$ cat config.mk
export PLATFORM = sky130hd
export DESIGN_NAME = bcd_pair_counter
export DESIGN_NICKNAME = d
export VERILOG_FILES = /design/src/rtl/bcd_pair_counter.sv
export SDC_FILE = /design/constraint.sdc
export NUM_CORES = 1
export LEC_CHECK = 0
export CORE_MARGIN = 1
export CORE_UTILIZATION = 39
export DETAILED_ROUTE_END_ITERATION = 7
export MAX_ROUTING_LAYER = met4
export PLACE_DENSITY_LB_ADDON = 0.25
export SYNTH_ARGS = -nofsm -noshare
export SYNTH_HDL_FRONTEND = slang
export SYNTH_SLANG_ARGS = --single-unit
$ cat constraint.sdc
create_clock -name clk -period 1.8 [get_ports clk]
set_input_delay 0.27 -clock clk [delete_from_list [all_inputs] [get_ports clk]]
set_output_delay 0.27 -clock clk [all_outputs]
set_load 0.02 [all_outputs]
$ cat src/rtl/bcd_pair_counter.sv
// Two-digit BCD time-field counter with preset, runtime top and range check.
// Define BCD_COUNTER_DOWN_EN to add the dec input and borrow_out pulse.
module bcd_pair_counter #(
  parameter int MOD_VAL = 60,
  parameter int MIN_VAL = 0,
  parameter int DYN_TOP = 0
) (
  input  logic       clk,
  input  logic       rst_n,
  input  logic       inc,
  input  logic       load,
  input  logic [7:0] load_bcd,
  input  logic [7:0] top_bcd,
`ifdef BCD_COUNTER_DOWN_EN
  input  logic       dec,
`endif
  output logic [3:0] tens,
  output logic [3:0] ones,
  output logic       carry_out,
`ifdef BCD_COUNTER_DOWN_EN
  output logic       borrow_out,
`endif
  output logic       load_err
);

  localparam int TOPV = MOD_VAL - 1;
  localparam logic [7:0] MIN_BCD = 8'(MIN_VAL);
  localparam logic [7:0] STATIC_TOP =
    {4'(TOPV / 10), 4'(TOPV % 10)};

  logic [7:0] val_q, val_d;
  logic       carry_q, carry_d;
  logic       err_q, err_d;
  logic [7:0] top;
  logic       top_ok;
  logic       load_ok;
  logic       up;

  // A malformed runtime top collapses the range to MIN.
  assign top_ok = (top_bcd[7:4] <= 4'd9)
                & (top_bcd[3:0] <= 4'd9)
                & (top_bcd >= MIN_BCD);

  assign top = (DYN_TOP != 0)
             ? (top_ok ? top_bcd : MIN_BCD)
             : STATIC_TOP;

  assign load_ok = (load_bcd[7:4] <= 4'd9)
                 & (load_bcd[3:0] <= 4'd9)
                 & (load_bcd >= MIN_BCD)
                 & (load_bcd <= top);

`ifdef BCD_COUNTER_DOWN_EN
  logic borrow_q, borrow_d;
  logic dn;

  assign up = ~load & inc & ~dec;
  assign dn = ~load & dec & ~inc;
`else
  assign up = ~load & inc;
`endif

  always_comb begin
    val_d   = val_q;
    carry_d = 1'b0;
    err_d   = 1'b0;
`ifdef BCD_COUNTER_DOWN_EN
    borrow_d = 1'b0;
`endif
    unique case (1'b1)
      load: begin
        if (load_ok) begin
          val_d = load_bcd;
        end else begin
          err_d = 1'b1;
        end
      end
      up: begin
        if (val_q >= top) begin
          val_d   = MIN_BCD;
          carry_d = 1'b1;
        end else if (val_q[3:0] == 4'd9) begin
          val_d = {val_q[7:4] + 4'd1, 4'd0};
        end else begin
          val_d = {val_q[7:4], val_q[3:0] + 4'd1};
        end
      end
`ifdef BCD_COUNTER_DOWN_EN
      dn: begin
        if (val_q <= MIN_BCD) begin
          val_d    = top;
          borrow_d = 1'b1;
        end else if (val_q[3:0] == 4'd0) begin
          val_d = {val_q[7:4] - 4'd1, 4'd9};
        end else begin
          val_d = {val_q[7:4], val_q[3:0] - 4'd1};
        end
      end
`endif
      default: ;
    endcase
  end

  always_ff @(posedge clk) begin
    if (!rst_n) begin
      val_q   <= MIN_BCD;
      carry_q <= 1'b0;
      err_q   <= 1'b0;
    end else begin
      val_q   <= val_d;
      carry_q <= carry_d;
      err_q   <= err_d;
    end
  end

`ifdef BCD_COUNTER_DOWN_EN
  always_ff @(posedge clk) begin
    if (!rst_n) begin
      borrow_q <= 1'b0;
    end else begin
      borrow_q <= borrow_d;
    end
  end

  assign borrow_out = borrow_q;
`endif

  assign tens      = val_q[7:4];
  assign ones      = val_q[3:0];
  assign carry_out = carry_q;
  assign load_err  = err_q;

endmodule

==> results by group <==
Setup path
  – R2R cell count: 3
  – Slack of the worst reg-to-reg path: 0.20 ns
  – List of cells traversed by the critical path: clkdlybuf4s50_1
  – Startpoint of the lowest-slack register-to-register path: val_q[0]$_SDFFE_PN0P_
  – CP required: ~1.5 ns
  – Slowest cell on the critical path: clkdlybuf4s50_1
  – Data arrival time of the critical path: 1.43 ns
  – FF-to-FF End: val_q[5]$_SDFFE_PN0P_
  – Delay contributed by the slowest stage of the critical path: 0.67 ns
  – Delay-heaviest family, CP: buffers and inverters
  – Critical path launch point: val_q[0]$_SDFFE_PN0P_
  – Number of cells on the critical path: 1
  – Kind of critical path: reg -> out
  – Endpoint kind of the worst setup timing path: output port
  – Maximum fanout encountered on the critical timing path: 10
  – Number of buffer and inverter stages on the critical path: 1
  – Critical path launch point type: flip-flop
  – Crit path capture: ones[0]

Cells and area
  – Diode insertion count for antenna repair: 0
  – Net count of the finished layout: 127
  – Ratio of cells with drive above 1 in the final layout: 15.53%
  – Post-route cell area: 930.9 um2
  – Filler cell count: ~140
  – Area delta synth->final: 48.21%

Timing
  – Hold Fails Final Rpt: 0
  – Worst Clk Skew: between 0.0003 and 0.0004 ns
  – Setup repair after global routing missed its margin: no
  – Fin. max-slew vios: 0
  – Share of the clock period used by the worst path after layout: around 94%
  – Highest clock rate: about 590 MHz
  – Setup-failing EPs final: 0
  – Slew of the pin with the lowest slew margin: between 0.3 and 0.4 ns
  – Worst slew margin relative to its limit: roughly three quarters
  – Minimum period implied by the final worst setup slack: 1.701 ns
  – Post-Route Hold Slack: 0.4765 ns

Pwr
  – Switch Pwr: 0.1516 mW
  – Worst supply voltage drop on vdd: 0.3068 mV
  – Cell Int Power: 0.3862 mW
  – Overall power consumption: ~0.54 mW
  – Combinational power share: 25.6%
  – Sequential share of power: 46.0%
  – Switching share of power: between 20 and 30%
  – Static leakage: 0.3603 nW
  – Power per unit of standard cell area: around 580 nW/um2
  – Proportion of power drawn by the clock network: 28.4%

Floorplan
  – Total die area: approximately 1800 um2
  – Chip width: 42.13 um
  – Std-Cell Rows: 14
  – Area of the core: 1506 um2
  – Die outline height: 42.13 um
  – Number of placed I/O pins: 30
  – Starting density of the core: 41.69%

GRT
  – Global-route wire length before repair: 2691 um
  – Total overflow reported by the global router: 0
  – Antenna violations before repair: 0
  – Maximum number of pins on one net before global-route repair: 11
  – Combined global-route utilization of all metal layers: approximately 20%
  – Vias in the first global route: 678

Yosys
  – Parity-gate share of the synthesized area counting xor and xnor cells: 1.394%
  – Number of standard cells after synthesis: 74
  – FF+latch count, synth: 10
  – Most frequent cells after synthesis: dfxtp_1 (10), nand2_1 (8), a21oi_1 (5), a211oi_1 (4)
  – EDFF count, synth: 0
  – Portion of synthesized cell area occupied by the leading cell type: between 30% and 40%
  – Synth unique cells: 36
  – Adder-cell share of the synthesized area: 3.984%
  – Portion of the post-synthesis area used by sequential elements: 31.87%
  – Main combinational cell family by area after synthesis: compound AO/OA/AOI/OAI gates
  – Most area-consuming cells after synthesis: dfxtp_1 (32%), a211oi_1 (4.8%), nand2_1 (4.8%), a21oi_1 (4.0%), ha_1 (4.0%)
  – Post-synthesis async set-or-reset flop share: 0%
  – Most common cell in the synthesized netlist: dfxtp_1
  – Synthesized area: 628.1 um2
  – Post-Synthesis Mean Instance Area: 8.488 um2
  – Synthesized-area fraction occupied by ao, oa, aoi and oai cells: about a third
  – Area fraction in and, or, nand and nor cells after synthesis: 22.31%
  – Commonest register cell after synthesis: dfxtp_1
  – Largest area contributor in the netlist: dfxtp_1
  – Post-synthesis mux area share: 1.594%
  – Net count after synthesis: 96
  – Yosys Warn Count: 0

Route
  – Final routed wire length divided by cell count: 13.22 um
  – Antenna Nets Post-Route: 0
  – Vias/cell: 5.832
  – Count of vias placed by the detailed router: 694
  – Residual DRC: 0
  – First-pass DRT Iterations: 4
  – DR iter-0 viols: 17
  – Overall routed net length: 1573 um

Clocking
  – Insertion delay to the later sink of the worst-skew pair: 0.26 ns
  – Cts hold-fix bufs: 0
  – Clock-pin slew reported for the worst setup and hold paths after clock tree synthesis: 0.07 ns
  – H-tree levels: 1
  – Post CTS Setup Buffer Count: 0
  – Root buffer selected by CTS: clkbuf_4
  – Longest Clk Path Bufs: 2
  – Post-cts gate resize count: 0
  – Cts bufs inserted: 3
  – TritonCTS Sinks: 10
  – TritonCTS clock tree: built

Placed design
  – Number of port buffers: 21
  – Area of placed instances: 908.4 um2
  – Detailed-placement wirelength estimate: 1258 um
  – Routability congestion estimate: 0.8748

Run
  – Max cap viols: 0

Worst hold path
  – Worst hold-check path type: reg -> reg

Run status
  – Status: finished clean
==> logic make-up after synthesis <==
logic type      after synthesis
compound gates               29
simple gates                 24
flops                        10
buf+inv                       7
fa+ha+maj                     2
xor+xnor                      1
mux                           1
==> routing by layer <==
layer / up-vias / GRT usage (%) / part of all wire (%)
met1: 329 / 22.13 / 43
li1: 339 / - / -
met2: 24 / 35.94 / 52
met3: 2 / 2.586 / 4.9
met4: 0 / 8.750 / 0.64
met5: - / - / 0
==> metrics by stage <==
| step | instances | worst slack [ns] | TNS [ns] | utilization (%) |
|---|---|---|---|---|
| after global routing | 119 | 0.04674 | 0 | 61.79 |
| after global placement | 116 | 0.01200 | 0 | 60.30 |
| after floorplan | 74 | 0.1192 | 0 | - |
| after CTS | 119 | 0.08754 | 0 | 61.79 |
| final | 119 | 0.09900 | 0 | 61.79 |
| after detailed placement | 116 | -0.01692 | -0.02652 | 60.30 |
==> how the worst min path moves through the flow <==
stage                               start                    end  slack, ns  cells after the start
global placement    val_q[7]$_SDFFE_PN0P_  val_q[7]$_SDFFE_PN0P_       0.47                      2
detailed placement  val_q[7]$_SDFFE_PN0P_  val_q[7]$_SDFFE_PN0P_       0.47                      2
CTS                 val_q[7]$_SDFFE_PN0P_  val_q[7]$_SDFFE_PN0P_       0.48                      2
global route        val_q[7]$_SDFFE_PN0P_  val_q[7]$_SDFFE_PN0P_       0.50                      2
finish              val_q[7]$_SDFFE_PN0P_  val_q[7]$_SDFFE_PN0P_       0.48                      2
floorplan                            load    load_err$_SDFF_PN0_       0.39                      2
==> final cells by class <==
class                      count  area, um2  share of cell area, %
sequential                    10      200.2                  21.51
tap                           16      20.02                  2.151
multi-input combinational     57      399.1                  42.88
inverter                       3      11.26                  1.210
clock buffer                   3      22.52                  2.419
timing repair buffer          30      277.8                  29.84
==> flip-flops by register name, summed over array words and instances (netlist names) <==
signal     flops
val_q          8
load_err       1
carry_out      1
==> power by group through the flow <==
stage	Sequential, mW	Clock (mW)	Combinational [mW]
finish	0.247	0.153	0.138
global route	0.249	0.169	0.149
CTS	0.247	0.155	0.138
detailed placement	0.252	0	0.138
global placement	0.252	0	0.135
floorplan	0.260	0	0.0573
==> cells in the final DEF (no fill, tap or decap) <==
cell,n
mux2i_1,1
o2bb2ai_1,1
a211oi_1,4
o21ai_0,3
ha_1,2
or4_1,1
a32oi_1,1
a21oi_1,5
nand2b_1,2
and3_1,1
nand4bb_1,2
o2111a_1,1
nor2_1,2
clkbuf_4,3
o211ai_1,1
o21bai_1,1
nor3_2,1
nor3b_1,1
nand3_1,2
o21ai_1,1
and3_2,1
xnor2_1,1
buf_4,9
o2111ai_1,1
nor2b_1,1
and2_1,2
dfxtp_1,10
nand2_1,8
inv_1,3
a31o_2,1
a2bb2oi_1,2
o22ai_1,2
a21oi_4,1
clkdlybuf4s50_1,21
a311oi_1,1
a21o_1,2
o31a_1,1
(Power assumes the default switching activity.)
